===== src/rtl/main_mem_arbiter.sv =====
// Single-port main memory arbiter: data port first, fetch anti-starvation.
// Optional grant statistics are compiled in with MEM_ARB_STATS_EN.
module main_mem_arbiter #(
  parameter int ADDR_W   = 13,
  parameter int DATA_W   = 16,
  parameter int MAX_WAIT = 4,
  parameter int STAT_W   = 16
) (
  input  logic              clk,
  input  logic              rst_n,
  input  logic              if_req,
  input  logic [ADDR_W-1:0] if_addr,
  output logic              if_gnt,
  output logic [DATA_W-1:0] if_rdata,
  output logic              if_rvalid,
  input  logic              dm_req,
  input  logic              dm_we,
  input  logic [ADDR_W-1:0] dm_addr,
  input  logic [DATA_W-1:0] dm_wdata,
  output logic              dm_gnt,
  output logic [DATA_W-1:0] dm_rdata,
  output logic              dm_rvalid,
  output logic              mem_we,
  output logic [ADDR_W-1:0] mem_addr,
  output logic [DATA_W-1:0] mem_wdata,
`ifdef MEM_ARB_STATS_EN
  input  logic              stats_clr,
  output logic [STAT_W-1:0] if_grant_cnt,
  output logic [STAT_W-1:0] dm_grant_cnt,
  output logic [STAT_W-1:0] starve_cnt,
`endif
  input  logic [DATA_W-1:0] mem_rdata
);

  typedef enum logic [1:0] {
    OWN_NONE,
    OWN_IF,
    OWN_DM
  } owner_t;

  localparam logic [3:0] WAIT_MAX = 4'(MAX_WAIT);

  logic [3:0]        wait_cnt;
  owner_t            rsp_owner;
  logic [ADDR_W-1:0] last_addr;
  logic              forced;

  // Grant decision and memory drive for the current cycle
  always_comb begin
    forced   = (wait_cnt == WAIT_MAX);
    if_gnt   = rst_n & if_req & (~dm_req | forced);
    dm_gnt   = rst_n & dm_req & ~(if_req & forced);
    mem_we   = dm_gnt & dm_we;
    mem_addr = last_addr;
    unique case (1'b1)
      if_gnt:  mem_addr = if_addr;
      dm_gnt:  mem_addr = dm_addr;
      default: mem_addr = last_addr;
    endcase
  end

  assign mem_wdata = dm_wdata;
  assign if_rdata  = mem_rdata;
  assign dm_rdata  = mem_rdata;
  assign if_rvalid = (rsp_owner == OWN_IF);
  assign dm_rvalid = (rsp_owner == OWN_DM);

  // Fetch starvation counter, cleared by a grant or a withdrawn request
  always_ff @(posedge clk or negedge rst_n) begin
    if (!rst_n) begin
      wait_cnt <= '0;
    end else if (!if_req || if_gnt) begin
      wait_cnt <= '0;
    end else if (wait_cnt < WAIT_MAX) begin
      wait_cnt <= wait_cnt + 4'd1;
    end
  end

  // Remember who owns next cycle's read data
  always_ff @(posedge clk or negedge rst_n) begin
    if (!rst_n) begin
      rsp_owner <= OWN_NONE;
    end else if (if_gnt) begin
      rsp_owner <= OWN_IF;
    end else if (dm_gnt && !dm_we) begin
      rsp_owner <= OWN_DM;
    end else begin
      rsp_owner <= OWN_NONE;
    end
  end

  // Hold the last granted address on idle cycles
  always_ff @(posedge clk or negedge rst_n) begin
    if (!rst_n) begin
      last_addr <= '0;
    end else if (if_gnt || dm_gnt) begin
      last_addr <= mem_addr;
    end
  end

`ifdef MEM_ARB_STATS_EN
  localparam logic [STAT_W-1:0] CNT_MAX = '1;

  logic starve_evt;
  assign starve_evt = if_gnt & dm_req & forced;

  // Saturating grant statistics; clear wins over increment
  always_ff @(posedge clk or negedge rst_n) begin
    if (!rst_n) begin
      if_grant_cnt <= '0;
      dm_grant_cnt <= '0;
      starve_cnt   <= '0;
    end else if (stats_clr) begin
      if_grant_cnt <= '0;
      dm_grant_cnt <= '0;
      starve_cnt   <= '0;
    end else begin
      if (if_gnt && if_grant_cnt != CNT_MAX)
        if_grant_cnt <= if_grant_cnt + 1'b1;
      if (dm_gnt && dm_grant_cnt != CNT_MAX)
        dm_grant_cnt <= dm_grant_cnt + 1'b1;
      if (starve_evt && starve_cnt != CNT_MAX)
        starve_cnt <= starve_cnt + 1'b1;
    end
  end
`endif

endmodule


===== config.mk =====
export PLATFORM = sky130hd
export DESIGN_NAME = main_mem_arbiter
export DESIGN_NICKNAME = d
export VERILOG_FILES = /design/src/rtl/main_mem_arbiter.sv
export SDC_FILE = /design/constraint.sdc
export NUM_CORES = 1
export LEC_CHECK = 0
export BUFFER_PORTS_ARGS = -buffer_cell sky130_fd_sc_hd__buf_2
export CORE_MARGIN = 2
export CORE_UTILIZATION = 37
export DETAILED_ROUTE_END_ITERATION = 8
export PLACE_DENSITY = 0.92
export SLEW_MARGIN = 15
export SYNTH_ARGS = -nofsm -noshare
export SYNTH_HDL_FRONTEND = slang
export SYNTH_SLANG_ARGS = --single-unit
export TNS_END_PERCENT = 50

===== constraint.sdc =====
create_clock -name clk -period 1.95 [get_ports clk]
set_input_delay 0.0975 -clock clk [delete_from_list [all_inputs] [get_ports clk]]
set_output_delay 0.0975 -clock clk [all_outputs]
set_load 0.05 [all_outputs]

==> run_results.csv <==
group,metric,value,unit
critical_path,crit_end,"mem_addr[10]",
sta,post-route-period-util,103.9,%
critical_path,r2r_cells,8,
floorplanning,die_w,65.65,um
critical_path,cp_data_required_time,1.85,ns
power_and_ir_drop,leakage,0.8344,nW
clocking,clk_path_buf_depth,2,
sta,fin_crit,2.025,ns
clocking,root_buffer,"clkbuf_8",
logic_synthesis,synth_top_cell_by_area,"dfrtp_1",
grt,grtUsageTotal,14.84,%
worst_hold_path,hold_path.class,"input port to flip-flop",
grt,grt_use_met3,4.110,%
clocking,cts_made_buffers,3,
run_status,outcome,"finished with violations",
layout,drive_gt1_share,56.13,%
grt,antenna_found_initial,0,
placement,port-buffer-count,48,
detailed_routing,ant_nets,0,
layout,n_antenna_cell,0,
power_and_ir_drop,p_clk_share,22.5,%
logic_synthesis,synth_warnings,0,
critical_path,critPathCaptureType,"primary output",
sta,setup_violations,13,
sta,finalSetupTns,-0.6633,ns
power_and_ir_drop,p_int,793.2,uW
power_and_ir_drop,seqPwrFrac,37.0,%
critical_path,reg2reg_to,"last_addr[9]",
clocking,clk_pin_slew,0.07,ns
power_and_ir_drop,swShare,34.32,%
sta,slew_viol_final,0,
logic_synthesis,synth_fp_nets,201,
critical_path,path_class,"flip-flop to primary output",
critical_path,cp_max_fo,7,
sta,timing.final.ws_setup,-0.07518,ns
detailed_routing,vias,1046,
critical_path,startpoint,"wait_cnt[0]",
logic_synthesis,ys_types,22,
layout,register_area,475.5,um^2
floorplanning,core_area,0.003661,mm^2
logic_synthesis,synth_top_area_share,33.81,%
sta,finalHoldViolations,0,
logic_synthesis,avgSynthCellArea,10.34,um^2
layout,syn_to_final_growth,17.26,%
logic_synthesis,synthFlopType,"dfrtp_1",
critical_path,reg2reg_slack,0.16,ns
detailed_routing,wire_per_inst,16.13,um
grt,grt_first_pass_wirelength,4933,um
run,cap_violations,0,
critical_path,crit_arrival,1.93,ns
layout,num-nets-final,221,
clocking,clock_latency,0.25,ns
clocking,cts_tree,"built",
placement,routabilityCongestion,0.7919,
logic_synthesis,synthCells,136,
logic_synthesis,synth_edf_count,0,
logic_synthesis,syn-cell-area,0.001406,mm^2
grt,use_met1,16.86,%
layout,multi_input_area,535.5,um^2
sta,relSlewSlack,70.21,%
detailed_routing,wirelength,3274,um
run_status,violations,"setup timing",
power_and_ir_drop,pwr-share-comb,40.6,%
sta,fin_skew,0.002387,ns
critical_path,cp-start-kind,"flip-flop",
power_and_ir_drop,total_power,1.208,mW
clocking,htree_levels,1,
clocking,cts.sink_count,19,
detailed_routing,drt_drc_violations_left,0,
logic_synthesis,synth_area_leaders,"dfrtp_1, buf_4, a221o_1, and2_1, a221o_2",
sta,max_freq,0.4938,GHz
detailed_routing,drtPass1Iterations,4,
critical_path,r2r_start,"wait_cnt[0]",
logic_synthesis,synth_seq_cells,19,
logic_synthesis,synthArstFlopShare,100.0,%
placement,dp_worst_setup_slack,0.1276,ns
detailed_routing,drt-vias-per-instance,5.153,
sta,rsz0062_at_grt,"yes",
floorplanning,placementRows,22,
power_and_ir_drop,p_sw,414.4,uW
grt,grt_pass1_vias,1057,
floorplanning,io_pins,129,
grt,grt_max_degree,17,
power_and_ir_drop,p_per_area,732.3,mW/mm^2
layout,fill_cells,357,
detailed_routing,drt_iter0_markers,21,
grt,busiest_layer,"met2",
floorplanning,start_util,38.41,%
floorplanning,die_y,65.65,um
grt,gr-total-overflow,0,
power_and_ir_drop,irDropWorstVdd,0.0004457,V
placement,place_hpwl,2199,um
grt,use_met2,26.89,%
sta,worst_pin_slew,0.4454,ns
floorplanning,die_area,0.004310,mm^2
logic_synthesis,synth-seq-area-share,33.81,%
[critical path, cell delays in order, from the launching register on]
cell and delay (ns):
dfrtp_1 0.37, inv_2 0.06, ha_4 0.15, and3b_2 0.21, o211a_4 0.26, buf_6 0.14
a221o_1 0.33, buf_6 0.16
[power by group through the flow]
stage          logic [mW]  clock network (mW)  registers, mW
6_report            0.490               0.272          0.446
5_1_grt             0.521               0.304          0.451
4_1_cts             0.467               0.276          0.447
3_5_place_dp        0.392                   0          0.454
3_3_place_gp        0.382                   0          0.451
2_1_floorplan       0.552                   0          0.448
[registers in the layout, indices dropped and copies added, names as in the netlist]
signal / flops
last_addr: 13
rsp_owner: 2
wait_cnt: 4
[per-layer routing]
metal	vias up	wire, um
li1	484	-
met2	48	1732
met4	0	40
met3	10	246
met5	-	0
met1	504	1255
[metrics by stage]
stage                     hold slack, ns  util (%)  cell area, um^2  cells
after global placement          -0.01540     36.71             1344    184
after global routing             0.01574     45.04             1649    203
after CTS                       0.006236     42.65             1562    197
after floorplan                  -0.1981         -             1406    136
after detailed placement       -0.003278     36.71             1344    184
final                            0.01381     45.04             1649    203
[worst min path at each step]
stage / cells after the start / from / endpoint
6_report: 2 / dm_we / rsp_owner[1]
5_1_grt: 2 / dm_we / rsp_owner[1]
4_1_cts: 2 / dm_we / rsp_owner[1]
3_5_place_dp: 1 / rst_n / wait_cnt[2]
3_3_place_gp: 1 / rst_n / wait_cnt[2]
2_1_floorplan: 0 / rst_n / last_addr[0]
[layout by cell type (no fill, tap or decap), types with 2 or more instances in the layout]
| master | n |
|---|---|
| a221o_2 | 7 |
| and2_1 | 13 |
| nor2b_1 | 3 |
| buf_2 | 35 |
| dlygate4sd3_1 | 2 |
| inv_1 | 2 |
| buf_6 | 19 |
| dfrtp_1 | 19 |
| a221o_1 | 19 |
| o21ai_0 | 2 |
| and3_1 | 2 |
| clkbuf_8 | 3 |
| buf_4 | 13 |
[cell type report]
type | instances | area share [%]
Sequential cell | 19 | 28.83
Clock buffer | 4 | 2.731
Multi-Input combinational cell | 59 | 32.47
Inverter | 3 | 0.6829
Timing Repair Buffer | 70 | 31.64
Tap cell | 48 | 3.642
[cell usage after synthesis (2+ instances only)]
| library cell | count |
|---|---|
| buf_4 | 48 |
| a221o_1 | 19 |
| dfrtp_1 | 19 |
| and2_1 | 14 |
| a221o_2 | 7 |
| buf_6 | 4 |
| inv_1 | 3 |
| nor2b_1 | 3 |
| and3_1 | 2 |
| buf_2 | 2 |
| ha_1 | 2 |
| o211a_1 | 2 |
| o21ai_0 | 2 |
[logic make-up after synthesis]
| group | Yosys count | share of synthesized area [%] |
|---|---|---|
| AOI/OAI and AO/OA | 31 | 21.62 |
| xor gates and xnor gates | 1 | 0.6229 |
| adders and majority gates | 2 | 1.779 |
| buffers and inverters | 58 | 30.60 |
| DFF | 19 | 33.81 |
| muxes | 1 | 0.8007 |
| and+or+nand+nor | 24 | 10.76 |
[timing repair]
item                                    CTS  global route
setup buffers                             6             4
gates resized for setup                  34            11
gates cloned                              1             2
hold buffers                              2             0
pin swaps                                 1            16
endpoints found under the setup margin   13            15
hold endpoints to repair                  9             0
Power figures use the tool's default switching activity.
